### src/rtl/fifo_rr_sched_pkg.sv
// fifo_rr_sched_pkg: state encoding, channel index type and round-robin search shared by fifo_rr_sched.
package fifo_rr_sched_pkg;
  localparam logic [0:0] IDLE = 1'b0;
  localparam logic [0:0] SERVE = 1'b1;
  localparam int CH_IDX_W = 2;
  typedef logic [CH_IDX_W-1:0] ch_idx_t;
  // Returns {found, idx}: first set req bit after ptr, wrapping modulo n (n <= 16).
  function automatic logic [4:0] rr_search(input logic [15:0] req, input logic [3:0] ptr, input int n);
    logic f;
    logic [3:0] i;
    int c;
    f = 1'b0;
    i = '0;
    for (int k = 1; k <= 16; k++) begin
      c = (int'(ptr) + k) % n;
      if (k <= n && !f && req[c[3:0]]) begin
        f = 1'b1;
        i = c[3:0];
      end
    end
    return {f, i};
  endfunction
endpackage

### src/rtl/fifo_rr_sched_rr_pick.sv
// rr_pick: combinational rotate-priority picker, first request after ptr wins.
module rr_pick
  import fifo_rr_sched_pkg::*;
#(
  parameter int NCH = 4,
  parameter int CHBIT = 2
) (
  input  logic [NCH-1:0]   req,
  input  logic [CHBIT-1:0] ptr,
  output logic [CHBIT-1:0] idx,
  output logic             found
);
  logic [4:0] r;
  assign r = rr_search(16'(req), 4'(ptr), NCH);
  assign found = r[4];
  assign idx = CHBIT'(r[3:0]);
endmodule

### src/rtl/fifo_rr_sched.sv
// fifo_rr_sched: round-robin burst drain of NCH queues into one registered stream.
// FIFO_RR_SCHED_FULLPRI_EN gives full queues (ch_len MSB) priority, lowest index first.
module fifo_rr_sched
  import fifo_rr_sched_pkg::*;
#(
  parameter int NCH = 4,
  parameter int CHBIT = 2,
  parameter int WIDTH = 8,
  parameter int ADDRBIT = 4,
  parameter int BURST = 4
) (
  input  logic                       clk,
  input  logic                       rst,
  input  logic [NCH-1:0]             ch_en,
  input  logic [NCH-1:0]             ch_nemp,
  input  logic [NCH*WIDTH-1:0]       ch_dout,
  input  logic [NCH*(ADDRBIT+1)-1:0] ch_len,
  output logic [NCH-1:0]             ch_rd,
  output logic                       out_vld,
  output logic [WIDTH-1:0]           out_dat,
  output logic [CHBIT-1:0]           out_ch,
  input  logic                       out_rdy,
  output logic                       busy
);
  logic [0:0] state;
  logic [CHBIT-1:0] gnt, ptr, pick, arb_ptr;
  logic [ADDRBIT:0] bcnt;
  logic [NCH-1:0] elig, full, arb_req;
  logic found, take, pop, unused_len;
  assign elig = ch_en & ch_nemp;
`ifdef FIFO_RR_SCHED_FULLPRI_EN
  always_comb begin
    full = '0;
    for (int i = 0; i < NCH; i++) full[i] = ch_len[i*(ADDRBIT+1)+ADDRBIT] & elig[i];
  end
`else
  assign full = '0;
`endif
  assign unused_len = ^ch_len;
  // Full queues reuse the same picker with ptr=NCH-1 so the lowest index wins.
  assign arb_req = |full ? full : elig;
  assign arb_ptr = |full ? CHBIT'(NCH-1) : ptr;
  rr_pick #(.NCH(NCH), .CHBIT(CHBIT)) u_pick (
    .req(arb_req),
    .ptr(arb_ptr),
    .idx(pick),
    .found(found)
  );
  assign take = !out_vld || out_rdy;
  assign pop = state == SERVE && ch_nemp[gnt] && take;
  assign ch_rd = pop ? NCH'(1) << gnt : '0;
  assign busy = state == SERVE;
  always_ff @(posedge clk or posedge rst) begin
    if (rst) begin
      state <= IDLE;
      gnt <= '0;
      ptr <= CHBIT'(NCH-1);
      bcnt <= '0;
      out_vld <= 1'b0;
      out_dat <= '0;
      out_ch <= '0;
    end else begin
      if (state == IDLE) begin
        if (found) begin
          state <= SERVE;
          gnt <= pick;
          ptr <= pick;
          bcnt <= '0;
        end
      end else begin
        if (!ch_nemp[gnt] || (pop && bcnt == (ADDRBIT+1)'(BURST-1))) state <= IDLE;
        if (pop) bcnt <= bcnt + 1'b1;
      end
      if (pop) begin
        out_vld <= 1'b1;
        out_dat <= ch_dout[gnt*WIDTH +: WIDTH];
        out_ch <= gnt;
      end else if (out_rdy) out_vld <= 1'b0;
    end
  end
endmodule

### config.mk
export PLATFORM = sky130hd
export DESIGN_NAME = fifo_rr_sched
export DESIGN_NICKNAME = d
export VERILOG_FILES = /design/src/rtl/fifo_rr_sched_pkg.sv /design/src/rtl/fifo_rr_sched_rr_pick.sv /design/src/rtl/fifo_rr_sched.sv
export SDC_FILE = /design/constraint.sdc
export NUM_CORES = 1
export LEC_CHECK = 0
export ABC_AREA = 0
export BUFFER_PORTS_ARGS = -buffer_cell sky130_fd_sc_hd__buf_2
export CELL_PAD_IN_SITES_DETAIL_PLACEMENT = 0
export CELL_PAD_IN_SITES_GLOBAL_PLACEMENT = 1
export CORE_MARGIN = 4
export CORE_UTILIZATION = 28
export DETAILED_ROUTE_END_ITERATION = 10
export PLACE_DENSITY_LB_ADDON = 0.1
export RECOVER_POWER = 100
export SLEW_MARGIN = 5
export SYNTH_ARGS = -nofsm -noshare
export SYNTH_HDL_FRONTEND = slang
export SYNTH_SLANG_ARGS = --single-unit
### constraint.sdc
create_clock -name clk -period 1.7 [get_ports clk]
set_clock_uncertainty 0.05 [all_clocks]
set_input_delay 0.255 -clock clk [delete_from_list [all_inputs] [get_ports clk]]
set_output_delay 0.255 -clock clk [all_outputs]
set_load 0.02 [all_outputs]
### After elaboration in Yosys (flattened, before gate mapping)

Cells that the tools add are included.

* $add $sub $neg: 5
* $lt $le $gt $ge: 5
* equality and inequality tests: 2
* shifts and indexed selects: 2
* multiplexer cells: 27
* bitwise gates (word level): 6
* reductions and logical operators: 21

Operator list (number)
* variable part select 32 x 6 -> 8 bit: 1
* less-than comparator 4 x 5 -> 1 bit (second input constant): 4
* two-way mux 5 bit: 3
* two-way mux 1 bit: 14
* binary-select mux 1 bit (select 3 bit): 4
* two-way mux 2 bit: 4
* OR reduction 2 bit: 4
* logical AND 1 bit: 6
* adder 5 x 1 -> 5 bit (second input constant): 1
* equality test 5 x 2 -> 1 bit (second input constant): 1
* zero test 1 bit: 5
* adder 2 x 1 -> 2 bit (second input constant): 2
* adder 2 bit (second input constant): 2
* bitwise AND 1 bit (first input constant): 4
* bitwise AND 4 bit: 1
* two-way mux 4 bit: 1
* AND reduction 2 bit: 2
* nonzero test 2 bit: 2
* << shifter 1 x 2 -> 4 bit (first input constant): 1
* less-than comparator 2 x 3 -> 1 bit (second input constant): 1
* binary-select mux 1 bit (select 2 bit): 1
* logical OR 1 bit: 2
* inequality test 2 x 1 -> 1 bit (second input constant): 1
* NOT 1 bit: 1

* flip-flop bits (word level): 21
* input port bits: 63
* output and inout port bits: 16
* word-level logic and storage cells: 75

### Depth between registers and ports, before layout

Gate-level depths: netlist (run 1).

* word-level depth: 17
* mapped depth: 6
* gate-level depth less buffers: 4

### Hierarchy

From an unflattened synthesis (run 1), not the netlist that was laid out.

* cells, all modules: 109
* area total of the unflattened synthesis: 1300.0 µm²

Modules (own cells, without submodules)
* fifo_rr_sched: instances 1, cells each 95, area each 1208.7 µm², sequential area each 528.0 µm²
* rr_pick: instances 1, cells each 14, area each 91.3 µm², sequential area each 0.0 µm²

### Worst setup path after synthesis (run 1)

No wires, ideal clock.

* path kind: reg-to-reg
* from: register gnt[1]
* to: register out_ch[1]
* setup time: 0.125 ns
* arrival time: 1.592 ns
* required time: 1.525 ns
* setup slack: -0.067 ns
* stages on the path, launching flop included: 7
* path buffers: 2
* clock period less this slack: 1.767 ns
* path through: dfrtp_1 buf_6 mux2_4 and4_1 buf_6 nor2_8 mux2_2

* longest elaborated chain between the ends: 4

Ends and longest elaborated chain
* start: declaration: line fifo_rr_sched.sv:26 `logic [CHBIT-1:0] gnt, ptr, pick, arb_ptr;`
* start signal: assignment: line fifo_rr_sched.sv:66 `gnt <= pick;`
* binary-select mux 1 bit (select 2 bit): line fifo_rr_sched.sv:50 `assign pop = state == SERVE && ch_nemp[gnt] && take;`
* two-way mux 1 bit (not written as such): line fifo_rr_sched.sv:50
* logical AND 1 bit (2 in series): line fifo_rr_sched.sv:50
* end signal: assignment: line fifo_rr_sched.sv:77 `out_ch <= gnt;`
* end: declaration: line fifo_rr_sched.sv:21 `output logic [CHBIT-1:0] out_ch,`

Parallel ways exist; a longest one is shown, timed or not. The select of a mux whose other input is x is not followed.
A chain may end at the register's enable or synchronous reset.

### Worst setup path in the final report (run 1)

* from: register gnt[1]
* to: output port ch_rd[2]

* longest elaborated chain between the ends: 5
* elaborated cells between the ends (all ways): 6
* classes of those cells: 1 x shift; 3 x mux; 2 x reduce/logical

Ends and longest elaborated chain
* binary-select mux 1 bit (select 2 bit): line fifo_rr_sched.sv:50
* two-way mux 1 bit (not written as such): line fifo_rr_sched.sv:50
* logical AND 1 bit (2 in series): line fifo_rr_sched.sv:50
* two-way mux 4 bit *: line fifo_rr_sched.sv:51 `assign ch_rd = pop ? NCH'(1) << gnt : '0;`
* end: declaration: line fifo_rr_sched.sv:18 `output logic [NCH-1:0] ch_rd,`

Every way passes the cells marked *; elsewhere a longest branch is shown, timed or not. The select of a mux whose other input is x is not followed.

==> flow_metrics.py, run 1 <==
metrics = {
    "run_status": {
        "outcome": "finished, violations left",
        "violated_checks": "setup timing",
    },
    "clock_tree": {
        "tritoncts": "yes",
        "clock_latency_ns": 0.26,
        "cts_made_buffers": 3,
        "clk_pin_slew_ns": 0.08,
        "count_of_h_tree_levels_built_during_cts": 1,
        "root_buffer": "sky130_fd_sc_hd__clkbuf_8",
        "clockBufferDepth": 2,
        "cts.sink_count": 21,
    },
    "detailed_routing": {
        "routedLengthMet1_mm": 1.58,
        "detail_route.drc_violations": 0,
        "dr_wl_met3_um": 354,
        "initial_detailed_routing_violation_count": 58,
        "dr_wl_met2_mm": 1.67,
        "route.antenna.remaining_nets": 0,
        "topRoutingLayerUsed": "met4",
        "vias_post_dr": 1165,
        "totalWireLength_mm": 3.64,
        "dr.pass1.iters": 4,
        "post_drt_via_cell_ratio": 5.07,
        "drt-wirelength-per-cell_um": 15.8,
    },
    "power": {
        "total_power_mw": 3.05,
        "p_leak_nw": 0.923,
        "max-vdd-ir-drop_v": 0.000560,
        "power_density_normalized_to_cell_area_nw_per_um2": 1650,
    },
    "synthesis": {
        "avgSynthCellArea_um2": 12.0,
        "yosysTopAreaCellShare_pct": 37.0,
        "synth_seq_area_share_pct": 41.1,
        "ys_async_sr_fraction_pct": 100,
        "syn_inst": 107,
        "synth.cell_area_um2": 1280,
        "synthesis.nets": 171,
        "synthDominantAreaCellType": "sky130_fd_sc_hd__dfrtp_1",
        "synth-edff-count": 0,
        "synthesis.yosys.warnings": 0,
        "netlist-cell-type-count": 37,
        "ys.flop_type": "sky130_fd_sc_hd__dfrtp_1",
        "ys_top_cells_by_area": "sky130_fd_sc_hd__dfrtp_1 (37%), sky130_fd_sc_hd__mux4_2 (12%), sky130_fd_sc_hd__mux2_1 (4.4%), sky130_fd_sc_hd__dfstp_2 (4.1%), sky130_fd_sc_hd__mux2_2 (3.5%)",
        "synth-seq-cells": 21,
    },
    "worst_hold_path": {
        "hold_path_startpoint": "ch_en[0]",
        "timing.hold.worst_endpoint": "arb_ptr[0]",
        "worst_hold_path_type": "primary input to flop",
        "whs_path_depth": 3,
    },
    "timing": {
        "fin_crit_sh_pct": 110,
        "slew_headroom_pct": 63.0,
        "timing.hold.ws_ns": 0.284,
        "period_needed_ns": 1.87,
        "setup_repair_after_global_routing_missed_its_margin": "yes",
        "hold_violations": 0,
        "maxClockFrequency_ghz": 0.536,
        "crit_path_setup_slack_layout_ns": -0.165,
        "timing.final.max_slew_violations": 0,
        "setup_viol_count_final": 14,
        "worstMarginPinSlew_ns": 0.555,
    },
    "floorplan": {
        "die_w_um": 75.7,
        "placementRows": 24,
        "pin_count": 79,
        "floorplan.initialDensity_pct": 29.3,
        "core_area_um2": 4380,
        "dieArea_um2": 5730,
        "die_h_um": 75.7,
    },
    "setup_path": {
        "timing_worst_setup_path_type": "flop to primary output",
        "worstReg2RegEnd": "bcnt[0]",
        "crit_path_cell_trace": "buf_6 -> mux2_4 -> and4_4 -> and2_4 -> buf_6",
        "r2r_start": "gnt[1]",
        "cp_slowest_stage_delay_ns": 0.43,
        "worst-endpoint-required_ns": 1.39,
        "cp_max_fo": 3,
        "critPathMostFrequentCell": "sky130_fd_sc_hd__buf_6",
        "crit_path_end_kind": "primary output",
        "worst_ep_arrival_time_ns": 1.56,
        "startpoint_type": "flop",
        "rrSetupSlack_ns": -0.13,
        "cpMaxStageDelayCell": "sky130_fd_sc_hd__dfrtp_1",
        "r2r.worst_path.cells": 6,
    },
    "grt": {
        "number_of_global_route_vias_before_repair": 1183,
        "grt_pass1_wl_mm": 5.76,
        "global_route.overflow_total": 0,
        "globalRouteTotalUtil_pct": 13.4,
        "pin_count_of_the_biggest_net_entering_global_routing": 22,
        "grt_antenna_before_repair": 0,
    },
    "final_layout": {
        "most-common-layout-cells": "sky130_fd_sc_hd__buf_2 (44), sky130_fd_sc_hd__dfrtp_1 (19), sky130_fd_sc_hd__nand2_1 (11), sky130_fd_sc_hd__mux2_4 (11), sky130_fd_sc_hd__clkbuf_1 (11)",
        "postLayoutCoreUtil_pct": 42.3,
        "mostFrequentLayoutCell": "sky130_fd_sc_hd__buf_2",
        "antenna-diode-count": 0,
        "drive_above_1_share_pct": 52.8,
        "nets": 243,
        "layout-area-overhead-vs-synth_pct": 44.4,
    },
    "placement": {
        "gp_routability_congestion": 0.808,
        "place.detailed.hpwl_mm": 2.67,
        "portBuffers": 58,
    },
    "job": {
        "maxCapViolations": 0,
    },
}
-- cell type report --
class                      instances  area, um2
clock buffer                       3       41.3
clock inverter                     1       5.00
fill                             444       2530
inverter                           3       11.3
multi-input combinational         76        767
sequential                        21        528
tap                               52       65.1
timing repair buffer              74        437
-- report_power, final --
part           switching (mW)  total (mW)  internal, mW
sequential              0.178       0.907         0.730
combinational           0.860        1.80         0.938
clock                   0.184       0.347         0.164
-- logic make-up after synthesis --
family	share of synthesized area, %
simple gates	13.9
mux	27.7
flops	41.1
compound gates	10.4
buf+inv	5.07
fa+ha+maj	1.75
-- Yosys cell counts, types with 3 or more instances --
| cell type | n |
|---|---|
| sky130_fd_sc_hd__dfrtp_1 | 19 |
| sky130_fd_sc_hd__nand2_1 | 11 |
| sky130_fd_sc_hd__mux4_2 | 7 |
| sky130_fd_sc_hd__mux2_1 | 5 |
| sky130_fd_sc_hd__o21ai_0 | 5 |
| sky130_fd_sc_hd__clkbuf_1 | 4 |
| sky130_fd_sc_hd__mux2_2 | 4 |
| sky130_fd_sc_hd__mux2i_1 | 4 |
| sky130_fd_sc_hd__buf_6 | 3 |
| sky130_fd_sc_hd__inv_1 | 3 |
| sky130_fd_sc_hd__nand4_1 | 3 |
| sky130_fd_sc_hd__nor2_1 | 3 |
-- how the worst max path moves through the flow --
stage,startpoint,endpoint,slack [ns],cells past startpoint
floorplan,gnt[1],out_ch[1],-0.06,6
global placement,gnt[1],out_dat[0],-0.06,5
detailed placement,gnt[1],out_dat[6],-0.05,5
CTS,gnt[1],ch_rd[2],-0.18,5
global route,gnt[1],ch_rd[0],-0.22,6
finish,gnt[1],ch_rd[2],-0.17,5
-- critical path, delay by kind of cell (launching register included) --
kind | cells | cell delay [ns]
DFF | 1 | 0.43
and+or+nand+nor | 2 | 0.31
muxes | 1 | 0.30
buffers and inverters | 2 | 0.25
-- sequential cells by signal, indices dropped and copies added, names as in the netlist --
signal	count
busy	1
out_ch	2
out_vld	1
arb_ptr	2
out_dat	8
bcnt	5
gnt	2
-- repair_timing --
action                                  in CTS  in global routing
gates cloned                                 1                  0
buffers inserted                             3                  1
gates resized for setup                     16                  2
hold buffers                                 1                  0
pin swaps                                    6                  2
endpoints found under the setup margin      17                 16
hold endpoints to repair                    19                  0
-- per-layer routing --
| layer | global-route usage (%) | vias up |
|---|---|---|
| met5 | 0 | - |
| met4 | 3.30 | 0 |
| met3 | 3.30 | 6 |
| met2 | 22.3 | 51 |
| met1 | 17.5 | 555 |
| li1 | - | 553 |
-- stage by stage --
stage | setup TNS, ns | setup WS, ns | instance area, um2 | cells
after floorplan | -0.506 | -0.0556 | 1320 | 107
after global placement | -0.528 | -0.0592 | 1710 | 220
after detailed placement | -0.518 | -0.0549 | 1710 | 220
after CTS | -1.94 | -0.177 | 1850 | 229
after global routing | -2.26 | -0.221 | 1850 | 230
final | -1.40 | -0.165 | 1850 | 230
No activity file was read; power rests on OpenSTA's default activity.
==> run 2, diff against run 1 <==
==> constraint.sdc (replaced) <==
create_clock -name clk -period 1.6 [get_ports clk]
set_clock_uncertainty 0.05 [all_clocks]
set_input_delay 0.24 -clock clk [delete_from_list [all_inputs] [get_ports clk]]
set_output_delay 0.24 -clock clk [all_outputs]
set_load 0.02 [all_outputs]
==> flow_metrics.py, run 2 (same netlist as run 1, synthesis figures left out) <==
metrics = {
    "final_layout": {
        "mostFrequentLayoutCell": "sky130_fd_sc_hd__buf_2",
        "antenna-diode-count": 0,
        "ff_latch_area_um2": 529,
        "largest_register_ffs": 8,
        "fill_cells": 425,
        "drive_above_1_share_pct": 58.9,
        "top_regs": "out_dat (8), bcnt (5)",
        "most-common-layout-cells": "sky130_fd_sc_hd__buf_2 (50), sky130_fd_sc_hd__dfrtp_1 (18), sky130_fd_sc_hd__nand2_1 (11), sky130_fd_sc_hd__mux2_4 (11), sky130_fd_sc_hd__buf_4 (10)",
        "nets": 245,
        "layout-area-overhead-vs-synth_pct": 49.5,
        "multi_input_comb_area_um2": 782,
        "finalInstanceArea_um2": 1920,
        "register_containing_the_most_flip_flops_in_the_final_layout": "out_dat",
        "postLayoutCoreUtil_pct": 43.8,
    },
    "detailed_routing": {
        "initial_detailed_routing_violation_count": 34,
        "route.antenna.remaining_nets": 0,
        "drt-wirelength-per-cell_um": 16.0,
        "vias_post_dr": 1161,
        "totalWireLength_mm": 3.71,
        "post_drt_via_cell_ratio": 5.00,
        "dr.pass1.iters": 4,
        "detail_route.drc_violations": 0,
    },
    "clock_tree": {
        "cts.sink_count": 21,
        "clk_pin_slew_ns": 0.09,
        "clockBufferDepth": 2,
        "count_of_h_tree_levels_built_during_cts": 1,
        "cts_made_buffers": 3,
        "clock_latency_ns": 0.26,
        "tritoncts": "yes",
        "root_buffer": "sky130_fd_sc_hd__clkbuf_8",
    },
    "worst_hold_path": {
        "timing.hold.worst_endpoint": "arb_ptr[0]",
        "worst_hold_path_type": "primary input to flop",
        "whs_path_depth": 3,
        "hold_path_startpoint": "ch_en[0]",
    },
    "power": {
        "seq_power_share_pct": 29.3,
        "power.clock.fraction_pct": 10.6,
        "p_leak_nw": 0.958,
        "internal_power_mw": 2.04,
        "combinationalPowerShare_pct": 60.1,
        "max-vdd-ir-drop_v": 0.000796,
        "power_density_normalized_to_cell_area_nw_per_um2": 1750,
        "sw_frac_of_total_pct": 39.2,
        "p_switching_mw": 1.31,
    },
    "timing": {
        "maxClockFrequency_ghz": 0.566,
        "period_needed_ns": 1.77,
        "crit_path_setup_slack_layout_ns": -0.167,
        "setup_viol_count_final": 14,
        "worstMarginPinSlew_ns": 0.563,
        "timing.final.max_slew_violations": 0,
        "hold_violations": 0,
        "slew_headroom_pct": 62.5,
        "fin_crit_sh_pct": 110,
        "setup_repair_after_global_routing_missed_its_margin": "yes",
    },
    "grt": {
        "grt_pass1_wl_mm": 5.55,
        "number_of_global_route_vias_before_repair": 1168,
        "global_route.overflow_total": 0,
        "globalRouteTotalUtil_pct": 12.7,
        "grt_antenna_before_repair": 0,
        "pin_count_of_the_biggest_net_entering_global_routing": 22,
    },
    "floorplan": {
        "placementRows": 24,
        "core_area_um2": 4380,
        "floorplan.initialDensity_pct": 29.3,
        "dieArea_um2": 5730,
        "die_h_um": 75.7,
        "die_w_um": 75.7,
        "pin_count": 79,
    },
    "setup_path": {
        "crit_path_end_kind": "primary output",
        "rrSetupSlack_ns": -0.14,
        "r2r_start": "gnt[1]",
        "worst_ep_arrival_time_ns": 1.48,
        "startpoint_type": "flop",
        "worstReg2RegEnd": "out_dat[5]",
        "cp_max_fo": 5,
        "r2r.worst_path.cells": 5,
        "timing_worst_setup_path_type": "flop to primary output",
        "worst-endpoint-required_ns": 1.31,
    },
    "placement": {
        "gp_routability_congestion": 0.810,
        "dpl-instance-area_um2": 1710,
        "place.detailed.hpwl_mm": 2.73,
        "portBuffers": 58,
    },
    "run_status": {
        "outcome": "finished, violations left",
        "violated_checks": "setup timing",
    },
    "job": {
        "maxCapViolations": 0,
    },
}
## run 2: cell type report
class | count | share of cell area (%)
multi-input cells | 76 | 40.7
flip-flops and latches | 21 | 27.6
repair buffers | 76 | 25.3
well taps | 52 | 3.39
clock buffers | 3 | 2.15
inverters | 3 | 0.587
clock inverters | 1 | 0.261
## run 2: per-stage QoR
| stage | TNS, ns | cells | setup WS, ns | total power, mW | hold slack [ns] |
|---|---|---|---|---|---|
| finish | -1.79 | 232 | -0.167 | 3.35 | 0.284 |
| global route | -2.63 | 232 | -0.227 | 3.59 | 0.282 |
| CTS | -2.57 | 229 | -0.202 | 3.29 | 0.281 |
| detailed placement | -1.81 | 220 | -0.158 | 2.78 | 0.251 |
| global placement | -1.63 | 220 | -0.146 | 2.76 | 0.250 |
| floorplan | -1.51 | 107 | -0.156 | 2.26 | 0.165 |
## run 2: critical path, cell delays in order (launching register included)
cell                      delay (ns)
sky130_fd_sc_hd__dfrtp_1        0.43
sky130_fd_sc_hd__mux2_4         0.33
sky130_fd_sc_hd__and4_4         0.18
sky130_fd_sc_hd__and2_4         0.16
sky130_fd_sc_hd__buf_6          0.12
## run 2: how the worst max path moves through the flow
stage                      start         end  slack (ns)  cells past startpoint
final                     gnt[1]    ch_rd[2]       -0.17                      4
after CTS                 gnt[1]    ch_rd[2]       -0.20                      4
after global placement    gnt[1]  out_dat[1]       -0.15                      4
after global routing      gnt[1]    ch_rd[0]       -0.23                      5
after floorplan           gnt[1]   out_ch[1]       -0.16                      6
after detailed placement  gnt[1]  out_dat[5]       -0.16                      4
## run 2: power groups by stage
| stage | sequential [mW] | clock (mW) | combinational [mW] |
|---|---|---|---|
| 2_1_floorplan | 1.11 | 0 | 1.16 |
| 3_3_place_gp | 0.951 | 0 | 1.81 |
| 3_5_place_dp | 0.963 | 0 | 1.82 |
| 4_1_cts | 0.966 | 0.379 | 1.95 |
| 5_1_grt | 1.01 | 0.400 | 2.17 |
| 6_report | 0.980 | 0.357 | 2.01 |
## run 2: layer usage
layer / GRT usage (%) / share of wire [%]
met1: 16.5 / 44
met3: 3.03 / 8.0
met5: 0 / 0
met4: 2.33 / 0.38
met2: 21.6 / 48
## run 2: repair_timing
action	CTS	global route
hold buffers	1	0
setup endpoints to repair	17	17
endpoints found under the hold margin	19	0
gates resized for setup	11	12
pin swaps	8	6
setup buffers	3	3
cloned	1	0
==> run 3, diff against run 2 <==
--- a/config.mk
+++ b/config.mk
@@ -6,12 +6,12 @@
 export NUM_CORES = 1
 export LEC_CHECK = 0
 export ABC_AREA = 0
-export BUFFER_PORTS_ARGS = -buffer_cell sky130_fd_sc_hd__buf_2
 export CELL_PAD_IN_SITES_DETAIL_PLACEMENT = 0
 export CELL_PAD_IN_SITES_GLOBAL_PLACEMENT = 1
 export CORE_MARGIN = 4
-export CORE_UTILIZATION = 28
+export CORE_UTILIZATION = 48
 export DETAILED_ROUTE_END_ITERATION = 10
+export DONT_BUFFER_PORTS = 1
 export PLACE_DENSITY_LB_ADDON = 0.1
 export RECOVER_POWER = 100
 export SLEW_MARGIN = 5
==> constraint.sdc (replaced) <==
create_clock -name clk -period 2.26 [get_ports clk]
set_clock_uncertainty 0.05 [all_clocks]
set_input_delay 0.339 -clock clk [delete_from_list [all_inputs] [get_ports clk]]
set_output_delay 0.339 -clock clk [all_outputs]
set_load 0.02 [all_outputs]
==> flow_metrics.py, run 3 (same netlist as run 1, synthesis figures left out) <==
metrics = {
    "timing": {
        "tns_ns": 0,
        "setup_repair_after_global_routing_missed_its_margin": "no",
        "slew_headroom_pct": 45.8,
        "worstMarginPinSlew_ns": 0.812,
        "crit_path_setup_slack_layout_ns": 0.183,
        "timing.hold.ws_ns": 0.0171,
        "maxClockFrequency_ghz": 0.482,
        "hold_violations": 0,
        "period_needed_ns": 2.08,
        "setup_viol_count_final": 0,
        "timing.final.max_slew_violations": 0,
        "fin_crit_sh_pct": 91.9,
    },
    "floorplan": {
        "placementRows": 18,
        "floorplan.initialDensity_pct": 50.9,
        "die_w_um": 59.7,
        "dieArea_um2": 3570,
        "die_h_um": 59.7,
        "pin_count": 79,
        "core_area_um2": 2520,
    },
    "final_layout": {
        "layout-area-overhead-vs-synth_pct": 1.85,
        "multi_input_comb_area_um2": 677,
        "drive_above_1_share_pct": 22.4,
        "most-common-layout-cells": "sky130_fd_sc_hd__dfrtp_1 (19), sky130_fd_sc_hd__nand2_1 (11), sky130_fd_sc_hd__mux4_2 (7)",
        "fill_cells": 233,
        "top_regs": "out_dat (8), bcnt (5)",
        "register_containing_the_most_flip_flops_in_the_final_layout": "out_dat",
        "nets": 172,
        "ff_latch_area_um2": 528,
        "antenna-diode-count": 0,
        "final_cells": 137,
        "mostFrequentLayoutCell": "sky130_fd_sc_hd__dfrtp_1",
        "largest_register_ffs": 8,
    },
    "grt": {
        "globalRouteTotalUtil_pct": 15.1,
        "number_of_global_route_vias_before_repair": 836,
        "pin_count_of_the_biggest_net_entering_global_routing": 22,
        "grt_antenna_before_repair": 0,
        "global_route.overflow_total": 0,
        "grt_pass1_wl_mm": 4.04,
    },
    "worst_hold_path": {
        "worst_hold_path_type": "primary input to async pin",
    },
    "setup_path": {
        "timing_worst_setup_path_type": "flop to primary output",
        "cp_max_fo": 8,
        "worst-endpoint-required_ns": 1.87,
        "worst_ep_arrival_time_ns": 1.69,
        "crit_path_end_kind": "primary output",
        "startpoint_type": "flop",
    },
    "job": {
        "maxCapViolations": 0,
    },
    "detailed_routing": {
        "route.antenna.remaining_nets": 0,
        "totalWireLength_mm": 2.67,
        "detail_route.drc_violations": 0,
        "dr.pass1.iters": 4,
        "drt-wirelength-per-cell_um": 19.5,
        "post_drt_via_cell_ratio": 6.14,
        "vias_post_dr": 841,
        "initial_detailed_routing_violation_count": 25,
    },
    "clock_tree": {
        "postCtsSetupBuffers": 0,
        "ctsHoldBuffers": 0,
        "clockBufferDepth": 2,
        "clk_pin_slew_ns": 0.12,
        "clock_latency_ns": 0.30,
        "cts.repair.resized": 0,
        "root_buffer": "sky130_fd_sc_hd__clkbuf_4",
        "tritoncts": "yes",
        "cts.sink_count": 21,
        "cts_made_buffers": 3,
        "count_of_h_tree_levels_built_during_cts": 1,
    },
    "placement": {
        "gp_routability_congestion": 0.777,
        "portBuffers": 0,
        "place.detailed.instances": 133,
        "dpl_worst_slack_ns": 0.434,
        "place.detailed.hpwl_mm": 2.10,
    },
    "power": {
        "p_leak_nw": 0.581,
        "total_power_mw": 1.74,
        "power_density_normalized_to_cell_area_nw_per_um2": 1330,
        "max-vdd-ir-drop_v": 0.000668,
    },
    "run_status": {
        "outcome": "finished, final reports clean",
    },
}
-- run 3: final timing paths --
path	from	end	slack, ns	depth (start not counted)
worst max-delay path	gnt[1]	ch_rd[3]	0.18	3
worst min-delay path	rst	out_dat[6]	0.02	1
worst max register to register	gnt[1]	out_dat[3]	0.23	4
worst min register to register	bcnt[4]	bcnt[4]	0.43	1
max in group asynchronous	rst	bcnt[0]	1.65	1
min in group clk	ch_en[0]	arb_ptr[0]	0.24	2
-- run 3: layout make-up --
| cell class | instances | share of cell area, % |
|---|---|---|
| Clock inverter | 1 | 0.383 |
| Timing Repair Buffer | 4 | 2.01 |
| Tap cell | 30 | 2.87 |
| Clock buffer | 3 | 1.72 |
| Inverter | 3 | 0.861 |
| Multi-Input combinational cell | 75 | 51.8 |
| Sequential cell | 21 | 40.4 |
-- run 3: power by group --
group,switching (mW),leakage (nW),internal [mW]
Combinational,0.351,0.306,0.392
Clock,0.116,0.0177,0.0659
Sequential,0.264,0.257,0.550
Total,0.731,0.581,1.01
-- run 3: through the flow --
stage                     area (um2)  util, %
final                           1310     51.8
after CTS                       1330     52.5
after global placement          1300     51.4
after detailed placement        1300     51.4
after floorplan                 1280        -
after global routing            1310     51.8
-- run 3: metal layers --
| layer | routed length, um | track usage [%] | up-vias |
|---|---|---|---|
| met5 | 0 | 0 | - |
| met3 | 232 | 4.10 | 2 |
| met1 | 1070 | 19.2 | 397 |
| li1 | - | - | 409 |
| met4 | 14 | 4.75 | 0 |
| met2 | 1360 | 24.8 | 33 |
-- run 3: critical path, cell delays in order (launching register included) --
cell                      delay, ns
sky130_fd_sc_hd__dfrtp_1       0.44
sky130_fd_sc_hd__mux2_4        0.24
sky130_fd_sc_hd__and4_1        0.36
sky130_fd_sc_hd__and2_0        0.34
